## src/rtl/ir_nec_transmitter.sv

```systemverilog
// NEC infrared transmitter: serialises address/command frames or repeat codes
// into a mark/space envelope and a carrier-modulated LED drive.
module ir_nec_transmitter #(
    parameter int TICK_CYCLES  = 28125,
    parameter int CARRIER_HALF = 658,
    parameter int GAP_UNITS    = 72
) (
    input  logic       clk_50,
    input  logic       rst_n,
    input  logic       tx_start,
    input  logic       tx_repeat,
    input  logic [7:0] address,
    input  logic [7:0] command,
    output logic       busy,
    output logic       done,
    output logic       ir_envelope,
    output logic       ir_out
);

    localparam int CYC_W = (TICK_CYCLES > 1) ? $clog2(TICK_CYCLES) : 1;
    localparam int CAR_W = $clog2(CARRIER_HALF + 1);
    localparam logic [CYC_W-1:0] CYC_LAST = CYC_W'(TICK_CYCLES - 1);
    localparam logic [CAR_W-1:0] CAR_LAST = CAR_W'(CARRIER_HALF - 1);
    localparam logic [7:0]       GAP_LAST = 8'(GAP_UNITS - 1);

    typedef enum logic [2:0] {
        IDLE,
        LEAD_MARK,
        LEAD_SPACE,
        BIT_MARK,
        BIT_SPACE,
        STOP_MARK,
        GAP
    } state_t;

    state_t           state;
    logic [CYC_W-1:0] cyc_cnt;
    logic [7:0]       units_left;
    logic [4:0]       bit_idx;
    logic [31:0]      shift_word;
    logic             is_repeat;
    logic [CAR_W-1:0] car_cnt;

    // units_left counts units still to go after the current one
    always_ff @(posedge clk_50 or negedge rst_n) begin
        if (!rst_n) begin
            state       <= IDLE;
            cyc_cnt     <= '0;
            units_left  <= '0;
            bit_idx     <= '0;
            shift_word  <= '0;
            is_repeat   <= 1'b0;
            car_cnt     <= '0;
            busy        <= 1'b0;
            done        <= 1'b0;
            ir_envelope <= 1'b0;
            ir_out      <= 1'b0;
        end else begin
            // NOTE: non-blocking assignments let the later, more specific
            // assignments below override these per-cycle defaults cleanly.
            done <= 1'b0;
            if (ir_envelope) begin
                if (car_cnt == CAR_LAST) begin
                    car_cnt <= '0;
                    ir_out  <= ~ir_out;
                end else begin
                    car_cnt <= car_cnt + 1'b1;
                end
            end

            if (state == IDLE) begin
                if (tx_start || tx_repeat) begin
                    state       <= LEAD_MARK;
                    cyc_cnt     <= '0;
                    units_left  <= 8'd15;
                    bit_idx     <= '0;
                    shift_word  <= {~command, command, ~address, address};
                    is_repeat   <= !tx_start;
                    busy        <= 1'b1;
                    ir_envelope <= 1'b1;
                    ir_out      <= 1'b1;
                    car_cnt     <= '0;
                end
            end else if (cyc_cnt == CYC_LAST) begin
                cyc_cnt <= '0;
                if (units_left != 8'd0) begin
                    units_left <= units_left - 8'd1;
                end else begin
                    unique case (state)
                        LEAD_MARK: begin
                            state       <= LEAD_SPACE;
                            units_left  <= is_repeat ? 8'd3 : 8'd7;
                            ir_envelope <= 1'b0;
                            ir_out      <= 1'b0;
                        end
                        LEAD_SPACE: begin
                            state       <= is_repeat ? STOP_MARK : BIT_MARK;
                            units_left  <= 8'd0;
                            ir_envelope <= 1'b1;
                            ir_out      <= 1'b1;
                            car_cnt     <= '0;
                        end
                        BIT_MARK: begin
                            state       <= BIT_SPACE;
                            units_left  <= shift_word[0] ? 8'd2 : 8'd0;
                            ir_envelope <= 1'b0;
                            ir_out      <= 1'b0;
                        end
                        BIT_SPACE: begin
                            state       <= (bit_idx == 5'd31) ? STOP_MARK : BIT_MARK;
                            units_left  <= 8'd0;
                            bit_idx     <= bit_idx + 5'd1;
                            shift_word  <= shift_word >> 1;
                            ir_envelope <= 1'b1;
                            ir_out      <= 1'b1;
                            car_cnt     <= '0;
                        end
                        STOP_MARK: begin
                            state       <= GAP;
                            units_left  <= GAP_LAST;
                            ir_envelope <= 1'b0;
                            ir_out      <= 1'b0;
                        end
                        GAP: begin
                            state <= IDLE;
                            busy  <= 1'b0;
                            done  <= 1'b1;
                        end
                        default: begin
                            state       <= IDLE;
                            busy        <= 1'b0;
                            ir_envelope <= 1'b0;
                            ir_out      <= 1'b0;
                        end
                    endcase
                end
            end else begin
                cyc_cnt <= cyc_cnt + 1'b1;
            end
        end
    end

endmodule
```

## config.mk

```make
export PLATFORM = sky130hd
export DESIGN_NAME = ir_nec_transmitter
export DESIGN_NICKNAME = d
export VERILOG_FILES = /design/src/rtl/ir_nec_transmitter.sv
export SDC_FILE = /design/constraint.sdc
export NUM_CORES = 1
export LEC_CHECK = 0
export ABC_AREA = 0
export BUFFER_PORTS_ARGS = -buffer_cell sky130_fd_sc_hd__buf_4
export CAP_MARGIN = 20
export CORE_ASPECT_RATIO = 0.5
export CORE_MARGIN = 3
export CORE_UTILIZATION = 37
export DETAILED_ROUTE_END_ITERATION = 12
export GPL_ROUTABILITY_DRIVEN = 0
export SETUP_SLACK_MARGIN = 0.5
export SLEW_MARGIN = 10
export SYNTH_ARGS = -nofsm -noshare
export SYNTH_HDL_FRONTEND = slang
export SYNTH_SLANG_ARGS = --single-unit
export TNS_END_PERCENT = 30
```

## constraint.sdc

```tcl
create_clock -name clk_50 -period 3.5 [get_ports clk_50]
set_clock_uncertainty 0.15 [all_clocks]
set_input_delay 0.175 -clock clk_50 [delete_from_list [all_inputs] [get_ports clk_50]]
set_output_delay 0.175 -clock clk_50 [all_outputs]
set_load 0.01 [all_outputs]
```

==> results.ini <==
[final_layout]
antenna_cells=0
nets=533
layout.cells.most_common=dfrtp_1
drive_gt1_frac=0.120
register_area_sq_mm=0.00195
syn_to_final_growth_pct=20.3
multi_input_area_sq_mm=0.00196
layout_common_cells=78 x dfrtp_1, 77 x nand2_1, 61 x nor2_1
fillers=1016

[timing]
fin_crit_sh=0.808
rsz0062_at_grt=true
tns_ps=0
worst_pin_slew_ps=799
fmax_mhz=354
drv_slew=0
whs_ps=99.9
final_hold_viol_count=0
fin_crit_ps=2830
slew_headroom=0.463
setup_viol=0

[worst_setup_path]
worstPathArrival_ps=2890
cp_top_family=simple AND/OR/NAND/NOR gates
critPathKind=reg2reg
slowest_stage=nor3_1
slowest_delay_ps=700
startpoint_type=flip-flop
worstPathMaxFanout=7
crit_required_ps=3570
path_cells=inv_1 -> ha_1 -> or4b_2 -> nor3_1 -> a211o_1 -> a21oi_1 -> o32a_1
worst_setup_path_end_kind=flip-flop
worst-path-buf-inv=1

[clock_network]
cts.clk_slew.worst_paths_ps=60
cts_tree=done
cts.sinks=78
cts_htree_levels=3
cts_root_buffer=clkbuf_16
cts_buffer_depth=2
clkLatencyLatePin_ps=340
cts_buffers=9
cts_setup_buffers=0

[global_route]
grt_antenna_before_repair=0
grt-ovfl-total=0
grt_max_degree=79
grt_pass1_vias=3154
grt_pass1_wl_microns=15400
track_usage=0.154

[die]
die-area_sq_mm=0.0123
initial_core_util=0.387
core_sq_mm=0.0104
pin_count=24
num_rows=26
chipHeight_microns=79.9
dieWidth_microns=154

[drt]
via_per_inst=5.28
drt_iter0_drc=193
wl_per_cell_microns=13.8
via_count=3430
ant_nets=0
drc=0
drtPass1Iterations=4
drt_wl_total_microns=8990

[logic_synthesis]
synth_flop_cell=dfrtp_1
syn_inst=468
synth.area.top_cells=dfrtp_1 48%, nand2_1 7.1%, nor2_1 5.7%, o21ai_0 5.3%, a21oi_1 3.7%
yosys_register_bits=78
synth-edff-count=0
synth_area_sq_mm=0.00405
yosys_warnings=0
avgSynthCellArea_sq_um=8.65
synth_top_area_share=0.482
synth_fp_nets=496
synthArstFlopShare=1.00
synth_largest_area_cell=dfrtp_1
synth-seq-area-share=0.482
synth.distinct_cells=55

[pwr]
powerDensity_mw_per_mm2=388
leakage_nw=2.05
peakVddDrop_uv=215

[outcome]
run_status=complete, no violations

[placed_design]
port-buffer-count=23
dpl.hpwl_microns=5810

[hold_path]
hp-class=in2reg

[run]
max_cap_violations=0

-- path summary, 6_finish.rpt --
kind | start | to | slack [ps] | cells past startpoint
max reg2reg | units_left[0]$_DFFE_PN0P_ | units_left[2]$_DFFE_PN0P_ | 670 | 7
min reg2reg | bit_idx[4]$_DFFE_PN0P_ | bit_idx[4]$_DFFE_PN0P_ | 320 | 2
max in group asynchronous | rst_n | shift_word[31]$_DFFE_PN0P_ | 2470 | 3
max | units_left[0]$_DFFE_PN0P_ | units_left[2]$_DFFE_PN0P_ | 670 | 7
min in group asynchronous | rst_n | car_cnt[3]$_DFF_PN0_ | 130 | 2
min | tx_repeat | bit_idx[3]$_DFFE_PN0P_ | 100 | 4
-- layer usage --
| layer | GRT usage | vias up | part of all wire |
|---|---|---|---|
| met3 | 0.0460 | 12 | 0.036 |
| li1 | - | 1745 | - |
| met4 | 0.0432 | 0 | 0.012 |
| met5 | 0 | - | 0 |
| met1 | 0.207 | 1620 | 0.50 |
| met2 | 0.245 | 53 | 0.45 |
-- cell type report --
type / instances / share of cell area
clock buffer: 12 / 0.0527
clock inverter: 4 / 0.00591
inverter: 13 / 0.0100
multi-input combinational: 352 / 0.402
sequential: 78 / 0.401
tap: 140 / 0.0360
timing repair buffer: 51 / 0.0925
-- Yosys cell counts (2+ instances only) --
cell type	number
buf_1	2
nor3_1	14
inv_1	13
dfrtp_1	78
nand3_1	12
xor2_1	6
a221o_1	2
nand2b_1	3
o31ai_1	5
nor4_1	8
o32a_1	3
nor2_1	61
ha_1	8
xnor2_1	3
nand4_1	5
buf_2	5
and3_1	4
o21ai_0	43
a21o_1	5
nand3b_1	2
a31oi_1	20
a21oi_1	30
or3_1	8
clkbuf_1	17
o211ai_1	2
nor3_2	2
a32o_1	3
nand2_1	77
-- flip-flops by register name, summed over array words and instances (netlist names) --
name and cells:
done 1, car_cnt 10, cyc_cnt 15, busy 1, is_repeat 1, state 3, ir_envelope 1, units_left 8
shift_word 32, bit_idx 5, ir_out 1
-- power by group --
group          switching (mW)  internal, mW  total, mW
registers             0.00639         0.906      0.913
clock network           0.376         0.521      0.897
logic                  0.0380        0.0394     0.0774
-- worst min-delay path: stages --
cell and delay (ps):
buf_4 90, nor2_1 50, nor2_1 160, a21oi_1 60
-- timing repair --
action	in CTS	in global routing
hold buffers	19	0
resized for setup	0	1
endpoints found under the setup margin	0	1
hold endpoints to repair	96	0
-- logic make-up after synthesis --
| kind of cell | count (synthesis) | synth area share |
|---|---|---|
| buffers and inverters | 38 | 0.0387 |
| muxes | 1 | 0.00278 |
| adders and majority gates | 8 | 0.0247 |
| and+or+nand+nor | 204 | 0.230 |
| AOI/OAI and AO/OA | 130 | 0.202 |
| xor gates and xnor gates | 9 | 0.0195 |
| DFF | 78 | 0.482 |
-- per-stage QoR --
stage | total power, mW | area (sq um) | worst slack (ps) | std cells | utilization
after floorplan | 0.944 | 4050 | 973 | 468 | -
after global placement | 0.989 | 4370 | 696 | 614 | 0.418
after detailed placement | 0.988 | 4370 | 655 | 614 | 0.418
after CTS | 1.90 | 4840 | 640 | 649 | 0.464
after global routing | 1.95 | 4870 | 497 | 650 | 0.466
final | 1.89 | 4870 | 672 | 650 | 0.466
Note: power is estimated with default switching activity, not from simulation.
